===== config.mk =====
export PLATFORM = sky130hd
export DESIGN_NAME = guess_number_core
export DESIGN_NICKNAME = d
export VERILOG_FILES = /design/src/rtl/guess_number_core.sv
export SDC_FILE = /design/constraint.sdc
export NUM_CORES = 1
export LEC_CHECK = 0
export ABC_CLOCK_PERIOD_IN_PS = 3000
export CAP_MARGIN = 15
export CORE_MARGIN = 2
export CORE_UTILIZATION = 45
export CTS_BUF_LIST = sky130_fd_sc_hd__clkbuf_4 sky130_fd_sc_hd__clkbuf_8
export DETAILED_ROUTE_END_ITERATION = 16
export HOLD_SLACK_MARGIN = 0.1
export PLACE_DENSITY = 0.62
export SYNTH_ARGS = -nofsm -noshare
export SYNTH_HDL_FRONTEND = slang
export SYNTH_SLANG_ARGS = --single-unit

===== constraint.sdc =====
create_clock -name clk -period 3 [get_ports clk]
set_input_delay 0.9 -clock clk [delete_from_list [all_inputs] [get_ports clk]]
set_output_delay 0.9 -clock clk [all_outputs]
set_load 0.01 [all_outputs]

===== src/rtl/guess_number_core.sv =====
// Clocked core of the two-player number-guessing game: edge-detected keypad entry of a
// secret, then guesses compared numerically with win/lose tracking.
module guess_number_core #(
   parameter int NUM_KEYS   = 4,
   parameter int MAX_DIGITS = 5,
   parameter int MAX_TRIES  = 4,
   localparam int CNT_W     = $clog2(MAX_DIGITS + 1)
) (
   input  logic                clk,
   input  logic                reset,
   input  logic [NUM_KEYS-1:0] keys,
   input  logic                enter,
   output logic                win,
   output logic                lose,
   output logic                equal,
   output logic                bigger,
   output logic                smaller,
   output logic [NUM_KEYS-1:0] nums,
   output logic [CNT_W-1:0]    digit_cnt,
   output logic [3:0]          tries_left,
   output logic                guess_phase
);

   typedef enum logic [1:0] {SECRET, GUESS, WON, LOST} state_t;

   state_t state, state_next;

   logic [NUM_KEYS-1:0] keys_q;
   logic                enter_q;
   logic [NUM_KEYS-1:0] key_press;
   logic                enter_press;
   logic                single_key;
   logic [3:0]          key_value;

   logic [3:0]          secret_buf [MAX_DIGITS];
   logic [3:0]          guess_buf  [MAX_DIGITS];
   logic [CNT_W-1:0]    secret_len;
   logic [CNT_W-1:0]    digit_cnt_q;
   logic [3:0]          tries_q;
   logic [NUM_KEYS-1:0] nums_q;
   logic                equal_q;
   logic                bigger_q;
   logic                smaller_q;

   logic                enter_ok;
   logic                digit_ok;
   logic                cmp_gt;
   logic                cmp_lt;
   logic                decided;

   assign key_press   = keys & ~keys_q;
   assign enter_press = enter & ~enter_q;
   assign single_key  = (key_press != '0) &&
                        ((key_press & (key_press - NUM_KEYS'(1))) == '0);
   assign enter_ok    = enter_press && (digit_cnt_q != '0);
   assign digit_ok    = ((state == SECRET) || (state == GUESS)) && single_key &&
                        !enter_press && (digit_cnt_q < CNT_W'(MAX_DIGITS));

   always_comb begin
      key_value = 4'd0;
      for (int i = 0; i < NUM_KEYS; i++) begin
         if (key_press[i]) begin
            key_value = 4'(i + 1);
         end
      end
   end

   // Digits are nonzero, so a longer number is always larger; for equal lengths the
   // first differing digit from the MSD decides. Unused buffer slots are kept at zero.
   always_comb begin
      cmp_gt  = 1'b0;
      cmp_lt  = 1'b0;
      decided = 1'b0;
      if (digit_cnt_q > secret_len) begin
         cmp_gt = 1'b1;
      end else if (digit_cnt_q < secret_len) begin
         cmp_lt = 1'b1;
      end else begin
         for (int i = 0; i < MAX_DIGITS; i++) begin
            if (!decided && (guess_buf[i] != secret_buf[i])) begin
               decided = 1'b1;
               cmp_gt  = guess_buf[i] > secret_buf[i];
               cmp_lt  = guess_buf[i] < secret_buf[i];
            end
         end
      end
   end

   always_ff @(posedge clk or posedge reset) begin
      if (reset) begin
         state <= SECRET;
      end else begin
         state <= state_next;
      end
   end

   always_comb begin
      state_next = state;
      case (state)
         SECRET: begin
            if (enter_ok) begin
               state_next = GUESS;
            end
         end
         GUESS: begin
            if (enter_ok) begin
               if (!cmp_gt && !cmp_lt) begin
                  state_next = WON;
               end else if (tries_q == 4'd1) begin
                  state_next = LOST;
               end
            end
         end
         default: begin
            if (enter_press) begin
               state_next = SECRET;
            end
         end
      endcase
   end

   always_comb begin
      win         = (state == WON);
      lose        = (state == LOST);
      guess_phase = (state != SECRET);
      equal       = equal_q;
      bigger      = bigger_q;
      smaller     = smaller_q;
      nums        = nums_q;
      digit_cnt   = digit_cnt_q;
      tries_left  = tries_q;
   end

   always_ff @(posedge clk or posedge reset) begin
      if (reset) begin
         keys_q      <= '0;
         enter_q     <= 1'b0;
         secret_len  <= '0;
         digit_cnt_q <= '0;
         tries_q     <= 4'(MAX_TRIES);
         nums_q      <= '0;
         equal_q     <= 1'b0;
         bigger_q    <= 1'b0;
         smaller_q   <= 1'b0;
         for (int i = 0; i < MAX_DIGITS; i++) begin
            secret_buf[i] <= 4'd0;
            guess_buf[i]  <= 4'd0;
         end
      end else begin
         keys_q  <= keys;
         enter_q <= enter;
         case (state)
            SECRET: begin
               if (enter_ok) begin
                  secret_len  <= digit_cnt_q;
                  digit_cnt_q <= '0;
               end else if (digit_ok) begin
                  secret_buf[digit_cnt_q] <= key_value;
                  digit_cnt_q             <= digit_cnt_q + CNT_W'(1);
                  nums_q                  <= key_press;
               end
            end
            GUESS: begin
               if (enter_ok) begin
                  equal_q   <= !cmp_gt && !cmp_lt;
                  bigger_q  <= cmp_gt;
                  smaller_q <= cmp_lt;
                  if (cmp_gt || cmp_lt) begin
                     tries_q     <= tries_q - 4'd1;
                     digit_cnt_q <= '0;
                     for (int i = 0; i < MAX_DIGITS; i++) begin
                        guess_buf[i] <= 4'd0;
                     end
                  end
               end else if (digit_ok) begin
                  guess_buf[digit_cnt_q] <= key_value;
                  digit_cnt_q            <= digit_cnt_q + CNT_W'(1);
                  nums_q                 <= key_press;
               end
            end
            default: begin
               // Any enter press after the game ends starts a fresh game.
               if (enter_press) begin
                  secret_len  <= '0;
                  digit_cnt_q <= '0;
                  tries_q     <= 4'(MAX_TRIES);
                  nums_q      <= '0;
                  equal_q     <= 1'b0;
                  bigger_q    <= 1'b0;
                  smaller_q   <= 1'b0;
                  for (int i = 0; i < MAX_DIGITS; i++) begin
                     secret_buf[i] <= 4'd0;
                     guess_buf[i]  <= 4'd0;
                  end
               end
            end
         endcase
      end
   end

endmodule

==> run summary, run 1 <==
===============================================================================================
Wire length of the first global-routing pass                                           12.36 mm
Violation count after the first detailed-route iteration                                    133
Maximum clock frequency                                                              0.3610 GHz
Leading post-synthesis cells by instance count                                     sky130_fd_sc_hd__dfrtp_1 (53), sky130_fd_sc_hd__inv_1 (26), sky130_fd_sc_hd__ha_1 (23), sky130_fd_sc_hd__nand2_1 (19), sky130_fd_sc_hd__nor2_1 (19)
Cell type with the highest aggregate area in the netlist                           sky130_fd_sc_hd__dfrtp_1
DRC viols                                                                                     0
Final worst slack                                                                     0.2296 ns
Measured slew at the worst slew-check pin                                             0.6739 ns
Total grt overflow                                                                            0
Number of setup buffers added after CTS                                                       0
Number of placement rows                                                                     30
Post-cts sizing count                                                                         0
Most common cell in the synthesized netlist                                        sky130_fd_sc_hd__dfrtp_1
Type of element launching the critical path                                           flip-flop
Unrepaired setup endpoints after global routing                                              no
Total wire length after detailed routing                                               7.270 mm
Core Footprint                                                                         6719 um2
Routed length per instance                                                             16.67 um
Number of flops mapped to enable cells by yosys                                               0
Path type of the worst setup path                                                       reg2out
# setup viols final                                                                           0
Synthesis warning total                                                                       0
Clock input transition at the sequential cells of the worst setup and hold paths        0.09 ns
TritonCTS clock tree                                                                        yes
Switch share                                                                             0.4490
Floorplan die area                                                                     7532 um2
Clock Path Buffers                                                                            2
Count of hold buffers inserted by post-cts repair                                             0
Global-route total usage across every layer                                              0.2129
Placement-stage cell area                                                              3657 um2
Total nets after synthesis                                                                  328
Chip height                                                                            86.79 um
Library cell used as clock root buffer                                             sky130_fd_sc_hd__clkbuf_8
Placer congestion estimate                                                               0.8784
Power share of the combinational group                                                    0.605
Level count of the clock H-tree                                                               2
Internal power component                                                                2171 uW
Share of the synthesized area in the top cell type                                       0.4300
Run status                                                                         finished, final reports clean
Avg Synthesized Cell Area                                                             10.35 um2
Count of cell types in the netlist                                                           51
Final nets                                                                                  385
Count of max-cap constraint violations                                                        0
Async S/R FF share, synth                                                                 1.000
Worst VDD drop                                                                        0.3891 mV
Antenna violations before repair                                                              0
Share of post-route cells with drive strength above 1                                    0.1713
Type of the most critical hold path                                                     reg2reg
Critical path data required time                                                        2.10 ns
Relative contribution of sequential cells to total power                                  0.284
HPWL after detailed placement                                                          5.621 mm
Fin. max-slew vios                                                                            0
Final hold viol count                                                                         0
Highest fanout seen on the critical path                                                      9
Number of fillers in the final layout                                                       583
Synthesized instance count                                                                  298
Remaining number of nets flagged by the antenna check after routing                           0
Count of antenna diodes in the layout                                                         0
Shortest clock period the worst path allows after layout                               2.770 ns
Starting Density                                                                         0.4590
Number of top-level pins                                                                     24
CTS Buf Count                                                                                 5
Synth Cell Area                                                                        3084 um2
Vias in the first global route                                                             2454
Endpoint kind of the worst setup timing path                                       primary output
Routed vias                                                                                2472
Fin Clk Skew                                                                        0.009270 ns
P_leak                                                                              0.001673 uW
Clk sink count                                                                               54
Total net switching power                                                               1770 uW
Data arrival time at the worst-slack endpoint                                           1.87 ns
Number of storage elements in the synthesis netlist                                          54
X dimension of the die                                                                 86.79 um
Power density relative to cell area                                                 1050 nW/um2
Synth Flop Type                                                                    sky130_fd_sc_hd__dfrtp_1
Number of buffers added on ports                                                             23
Layout area overhead                                                                     21.66%
Count of TritonRoute iterations in the first routing pass                                     4
Part of the total power dissipated in the clock network                                   0.110
Final clock period utilization by the worst path                                         0.9235
Post-route standard cell area excluding fillers                                        3752 um2
Max-slew headroom                                                                        0.5473
Share of the yosys chip area belonging to registers                                      0.4385
Insertion delay of the later-clocked pin in the worst-skew pair                         0.32 ns
Leading post-synthesis cells by cell area                                          sky130_fd_sc_hd__dfrtp_1 (43%), sky130_fd_sc_hd__ha_1 (9.3%), sky130_fd_sc_hd__a22o_1 (4.5%), sky130_fd_sc_hd__o2bb2ai_1 (3.4%), sky130_fd_sc_hd__inv_1 (3.2%)
Post-DR vias/cell                                                                         5.670
Setup Slack @ Placement                                                             -0.08710 ns
Maximum number of pins on one net before global-route repair                                 31
===============================================================================================
[power groups by stage]
stage / logic [uW] / registers [uW] / clock network [uW]
after floorplan: 1590 / 1120 / 0
after global placement: 2350 / 1130 / 0
after detailed placement: 2380 / 1130 / 0
after CTS: 2400 / 1120 / 450
after global routing: 2630 / 1150 / 475
final: 2390 / 1120 / 435
[metrics by stage]
stage	power (uW)	hold slack, ns	cells	utilization	setup TNS (ns)
3_3_place_gp	3481	0.4788	428	0.5443	-1.002
4_1_cts	3965	0.5034	436	0.5585	0
5_1_grt	4259	0.5148	436	0.5585	0
3_5_place_dp	3516	0.4774	428	0.5443	-1.265
6_report	3941	0.5019	436	0.5585	0
2_1_floorplan	2710	0.4561	298	-	0
[final timing paths]
path                                       startpoint                          to  slack [ns]  depth (start not counted)
min reg2reg                secret_buf[18]$_DFFE_PP0P_  secret_buf[18]$_DFFE_PP0P_        0.50                          1
max                              state[0]$_DFFE_PP0P_                 guess_phase        0.23                          3
max in group asynchronous                       reset   tries_left[2]$_DFFE_PP1P_        1.71                          3
min                        secret_buf[18]$_DFFE_PP0P_  secret_buf[18]$_DFFE_PP0P_        0.50                          1
max reg2reg                secret_buf[14]$_DFFE_PP0P_   guess_buf[13]$_DFFE_PP0P_        0.42                          8
min in group asynchronous                       reset   secret_buf[5]$_DFFE_PP0P_        0.80                          2
[cell type report]
| cell class | count | area [um2] | area share |
|---|---|---|---|
| repair buffers | 55 | 495.5 | 0.1320 |
| multi-input cells | 213 | 1612 | 0.4295 |
| well taps | 80 | 100.1 | 0.02668 |
| inverters | 26 | 97.59 | 0.02601 |
| clock inverters | 1 | 5.005 | 0.001334 |
| clock buffers | 7 | 90.09 | 0.02401 |
| flip-flops and latches | 54 | 1353 | 0.3605 |
[worst max-delay path: stages (launching register included)]
cell and delay (ns):
sky130_fd_sc_hd__dfrtp_1 0.48, sky130_fd_sc_hd__nor2_1 0.43, sky130_fd_sc_hd__inv_1 0.14, sky130_fd_sc_hd__clkdlybuf4s50_1 0.50
[flip-flops by register name, summed over array words and instances (netlist names)]
name        count
bigger          1
secret_len      3
digit_cnt       3
equal           1
guess_buf      15
enter_q         1
secret_buf     15
smaller         1
nums            4
state           2
keys_q          4
tries_left      4
[cells by family after synthesis]
| kind of cell | share of synthesized area |
|---|---|
| and+or+nand+nor | 0.1696 |
| AOI/OAI and AO/OA | 0.2471 |
| DFF | 0.4385 |
| buffers and inverters | 0.03894 |
| adders and majority gates | 0.09331 |
| muxes | 0.009737 |
| xor gates and xnor gates | 0.002840 |
[metal layers]
layer	GRT usage	vias up	wire, um
met2	0.3310	45	3295
met5	0	-	0
met3	0.02762	12	240
met4	0.07955	0	166
li1	-	1221	-
met1	0.3035	1194	3568
[layout by cell type, fill, tap and decap left out, types with 2 or more instances in the layout]
master | Yosys | layout
sky130_fd_sc_hd__dfrtp_1 | 53 | 53
sky130_fd_sc_hd__buf_4 | 0 | 30
sky130_fd_sc_hd__inv_1 | 26 | 25
sky130_fd_sc_hd__ha_1 | 23 | 23
sky130_fd_sc_hd__clkdlybuf4s50_1 | 0 | 23
sky130_fd_sc_hd__nor2_1 | 19 | 19
sky130_fd_sc_hd__nand2_1 | 19 | 19
sky130_fd_sc_hd__a22o_1 | 16 | 16
sky130_fd_sc_hd__a21oi_1 | 12 | 12
sky130_fd_sc_hd__o2bb2ai_1 | 12 | 12
sky130_fd_sc_hd__o21ai_0 | 11 | 11
sky130_fd_sc_hd__nor3_1 | 10 | 10
sky130_fd_sc_hd__a32o_1 | 9 | 9
sky130_fd_sc_hd__nor2b_1 | 8 | 8
sky130_fd_sc_hd__nand3_1 | 7 | 7
sky130_fd_sc_hd__nand2b_1 | 6 | 6
sky130_fd_sc_hd__o21ai_2 | 6 | 6
sky130_fd_sc_hd__nor3b_1 | 6 | 6
sky130_fd_sc_hd__clkbuf_8 | 0 | 6
sky130_fd_sc_hd__and2_1 | 4 | 4
sky130_fd_sc_hd__o211ai_1 | 4 | 4
sky130_fd_sc_hd__o31ai_1 | 3 | 3
sky130_fd_sc_hd__a31oi_1 | 3 | 3
sky130_fd_sc_hd__mux2i_1 | 3 | 3
sky130_fd_sc_hd__o22ai_1 | 3 | 3
sky130_fd_sc_hd__a21o_1 | 2 | 2
sky130_fd_sc_hd__o211ai_2 | 2 | 2
sky130_fd_sc_hd__nor3_4 | 2 | 2
sky130_fd_sc_hd__buf_12 | 0 | 2
No activity file was read; power rests on OpenSTA's default activity.
==> run 2: changes to the inputs <==
--- a/config.mk
+++ b/config.mk
@@ -11,6 +11,7 @@
 export CORE_UTILIZATION = 45
 export CTS_BUF_LIST = sky130_fd_sc_hd__clkbuf_4 sky130_fd_sc_hd__clkbuf_8
 export DETAILED_ROUTE_END_ITERATION = 16
+export GPL_ROUTABILITY_DRIVEN = 0
 export HOLD_SLACK_MARGIN = 0.1
 export PLACE_DENSITY = 0.62
 export SYNTH_ARGS = -nofsm -noshare
==> results of run 2 <==
Same layout as run 1: the final DEF is identical, and so are final timing and power.
==> variant 1, RTL diff (settings of run 1) <==
The parameter `NUM_KEYS` goes from 4 to 3.
--- a/src/rtl/guess_number_core.sv
+++ b/src/rtl/guess_number_core.sv
@@ -1,7 +1,7 @@
 // Clocked core of the two-player number-guessing game: edge-detected keypad entry of a
 // secret, then guesses compared numerically with win/lose tracking.
 module guess_number_core #(
-   parameter int NUM_KEYS   = 4,
+   parameter int NUM_KEYS   = 3,
    parameter int MAX_DIGITS = 5,
    parameter int MAX_TRIES  = 4,
    localparam int CNT_W     = $clog2(MAX_DIGITS + 1)
Interface: changed (resized keys and nums); port bits go from 24 to 22. No check against the original RTL was run, so the function may have changed too.
==> variant 1 against run 1 <==
  * Worst setup slack improved by 0.27 ns
  * Sequential cell count down 12
  * Final area shrank 22%
  * Cell count down 18%
  * Largest cell class unchanged
  * Clock power is 29% higher
  * Largest power group unchanged
  * Power fell by 19%
  * Sequential share of layout area is 0.27 points lower
  * Routed wire length decreased by 20%
  * Synthesized area is 19% lower
  * Via count is 21% lower
  * Sequential power decreased by 19%
  * Synthesized cell count is 13% lower
==> variant 1: results (changes against run 1) <==
| Metric | Value |
|---|---|
| Status | `completed` |
| Met1 wire length | `3.00 mm (-16%)` |
| Hold_sp | `secret_len[1]` |
| IO buf count | `21 (-8.7%)` |
| Clock share of power | `0.176 (+0.066)` |
| Final wirelength | `5.79 mm (-20%)` |
| Sequential element share of the synthesized area | `0.423 (-0.0157)` |
| Gpl congestion | `0.851 (-3.1%)` |
| Post-route design area | `2940 sq um (-22%)` |
| Pint | `1.82 mW (-16%)` |
| Pre-CTS WS | `0.209 ns (+0.296 ns)` |
| Flop-to-flop setup slack | `0.55 ns (+0.13 ns)` |
| Synth area leaders | `dfrtp_1 41%, ha_1 8.5%, nand2_1 4.1%, a22o_1 3.5%, inv_1 3.3%` |
| Worst r2r dst | `guess_buf[5]` |
| Commonest cells post-synth | `41 x dfrtp_1, 27 x nand2_1, 22 x inv_1` |
| DRT iter0 DRCs | `161 (+21%)` |
| Clk_skew | `0.00947 ns (+0.000202 ns)` |
| R2r worst-path depth | `7 (-1)` |
| Worst vdd ir | `0.431 mV (+11%)` |
| Slew at the pin closest to its max-slew limit | `0.638 ns (-0.0359 ns)` |
| Routed vias/inst | `5.42 (-4.4%)` |
| Routed length on met2 | `2.54 mm (-23%)` |
| Met3 wire len | `178 microns (-26%)` |
| Leakage power | `1.31 nW (-22%)` |
| First-pass GRT wire length | `9.92 mm (-20%)` |
| Worst flop-to-flop path startpoint | `digit_cnt[0]` |
| Nets@finish | `309 (-20%)` |
| Total number of vias | `1,945 (-21%)` |
[variant 1: worst max-delay path, stage by stage, from the launching register on]
cell and delay (ns):
dfrtp_1 0.38, nor2_1 0.24, inv_1 0.17, clkdlybuf4s50_1 0.51
[variant 1: cells by family (layout without fill, tap and decap cells)]
group | count (synthesis) | in the layout | share of synthesized area
AOI/OAI and AO/OA | 75 | 75 | 0.223
xor gates and xnor gates | 1 | 1 | 0.00654
adders and majority gates | 17 | 17 | 0.0855
buffers and inverters | 34 | 61 | 0.0593
DFF | 42 | 42 | 0.423
muxes | 2 | 2 | 0.00804
and+or+nand+nor | 89 | 89 | 0.195
[variant 1: final cells by class]
type,count,share of cell area
clock inverter,2,0.0204
clock buffer,6,0.0281
inverter,22,0.0281
timing repair buffer,31,0.0970
tap,72,0.0306
sequential,42,0.358
multi-input combinational,184,0.438
[variant 1: metal layers]
metal  vias to the layer above  GRT usage
met1                       918      0.320
met2                        33      0.309
met5                         -          0
li1                        986          -
met3                         8     0.0276
met4                         0     0.0632
==> variant 2, RTL diff (config.mk and constraints of run 1) <==
Made on the original files. Take the reset off `keys_q` and load it in a clocked block of its own.
--- a/src/rtl/guess_number_core.sv
+++ b/src/rtl/guess_number_core.sv
@@ -133,7 +133,6 @@
 
    always_ff @(posedge clk or posedge reset) begin
       if (reset) begin
-         keys_q      <= '0;
          enter_q     <= 1'b0;
          secret_len  <= '0;
          digit_cnt_q <= '0;
@@ -147,7 +146,6 @@
             guess_buf[i]  <= 4'd0;
          end
       end else begin
-         keys_q  <= keys;
          enter_q <= enter;
          case (state)
             SECRET: begin
@@ -198,4 +196,8 @@
       end
    end
 
+   always_ff @(posedge clk) begin
+      keys_q <= keys;
+   end
+
 endmodule
Check against the original RTL: not equivalent (a bounded check fails within 4 cycles, from zero or initial values and one cycle with reset high).
==> variant 2 against run 1 <==
  * Critical path type is now reg -> reg
  * Die area down 3.0%
  * Worst setup slack worse by 0.058 ns
  * Power down 11%
  * Worst hold slack worse by 0.0015 ns
  * Final area down 5.3%
  * Sequential cell count unchanged
  * Routed wire length down 0.61%
  * Maximum frequency down 2.0%
  * Clock power up 8.0%
  * Synthesized area down 3.2%
==> variant 2: results (changes against run 1) <==
| Metric | Value |
|---|---|
| Post-Synth Adder-Cell Area | `0.0964 (+0.00305)` |
| Worst flop-to-flop path startpoint | `secret_buf[4]` |
| Worst vdd ir | `0.494 mV (+27%)` |
| Pre-CTS WS | `-0.0323 ns (+0.0548 ns)` |
| Filler instances | `569 (-2.4%)` |
| XOR/XNOR Fraction of Synth Area | `0.00880 (+0.00596)` |
| Total GRT Usage | `0.212 (-0.000556)` |
| Synth area leaders | `dfrtp_1 41%, ha_1 9.6%, o2bb2ai_1 5.3%, o21ai_0 3.9%, inv_1 3.4%` |
| Nets@finish | `378 (-1.8%)` |
| Yosys cell types | `54 (+5.9%)` |
| Gpl congestion | `0.816 (-7.1%)` |
| Sequential element share of the synthesized area | `0.446 (+0.00763)` |
| Status | `completed` |
| Hold_sp | `guess_buf[12]` |
| Crit path arrival time | `3.02 ns (+1.15 ns)` |
| Commonest cells post-synth | `49 x dfrtp_1, 27 x inv_1, 25 x nand2_1` |
| Placed cells | `418 (-2.3%)` |
| Post-synthesis mux area share | `0.0168 (+0.00702)` |
| Flop-to-flop setup slack | `0.17 ns (-0.25 ns)` |
| Critical Path Fanout Max | `5 (-4)` |
| Leakage power | `1.55 nW (-7.4%)` |
| Nets in the synthesized netlist | `332 (+1.2%)` |
| Slew at the pin closest to its max-slew limit | `0.786 ns (+0.112 ns)` |
| Hpwl dp | `5.29 mm (-5.8%)` |
| Worst r2r dst | `guess_buf[4]` |
| Clk_skew | `0.00876 ns (-0.000505 ns)` |
| Hold Path Sink | `guess_buf[12]` |
| Post-Layout Cell Count | `426 (-2.3%)` |
| Largest net degree at the start of global routing | `51 (+65%)` |
| Share of cells above drive strength 1 | `0.132 (-0.0395)` |
| First-pass GRT wire length | `12.0 mm (-2.8%)` |
| Ys async rst share | `0.926 (-0.0741)` |
| Area after DPL | `3440 sq um (-6.0%)` |
| Final wirelength | `7.23 mm (-0.61%)` |
variant 2: cell type report:
type                    count  area [sq um]  share of cell area
inverters                  27           101              0.0285
clock buffers               8           110              0.0310
multi-input cells         211          1480               0.415
well taps                  77          96.3              0.0271
repair buffers             49           438               0.123
flip-flops and latches     54          1330               0.375
variant 2: worst max-delay path: stages, from the launching register on:
cell       delay, ns
dfrtp_1         0.41
ha_1            0.33
or3b_2          0.46
a211o_1         0.29
a211oi_2        0.36
or4b_1          0.22
a2bb2oi_2       0.33
nand2_1         0.16
o2bb2ai_1       0.16
variant 2: report_power, final:
group          switching, mW  leakage, nW  internal, mW
logic                   1.10        0.810         0.864
registers              0.146        0.682         0.940
clock network          0.237       0.0575         0.234
variant 2: per-stage QoR:
stage | util | hold slack, ns
2_1_floorplan | - | 0.456
3_3_place_gp | 0.538 | 0.478
3_5_place_dp | 0.538 | 0.476
4_1_cts | 0.556 | 0.502
5_1_grt | 0.556 | 0.521
6_report | 0.556 | 0.500
variant 2: what timing repair did:
| action | in CTS | in global routing |
|---|---|---|
| endpoints found under the hold margin | 0 | 0 |
| setup endpoints to repair | 0 | 11 |
| resized for setup | 0 | 1 |
variant 2: routing by layer:
metal  share of wire  vias to the layer above  GRT usage
li1                -                     1192          -
met1            0.49                     1178      0.307
met2            0.47                       37      0.332
met3           0.038                        6     0.0292
met4          0.0097                        0     0.0649
met5               0                        -          0
variant 2: cell families after synthesis:
group / count (synthesis)
xor+xnor: 3
compound gates: 92
simple gates: 88
mux: 5
flops: 54
fa+ha+maj: 23
buf+inv: 37
variant 2: worst max path at each step:
stage	cells after the start	slack, ns	startpoint	to
after floorplan	9	0.47	keys[2]	secret_buf[1]
after global placement	9	0.02	keys[0]	secret_buf[18]
after detailed placement	9	-0.03	keys[0]	secret_buf[18]
after CTS	8	0.11	secret_buf[4]	guess_buf[4]
after global routing	9	0.06	keys[0]	secret_buf[13]
final	8	0.17	secret_buf[4]	guess_buf[4]
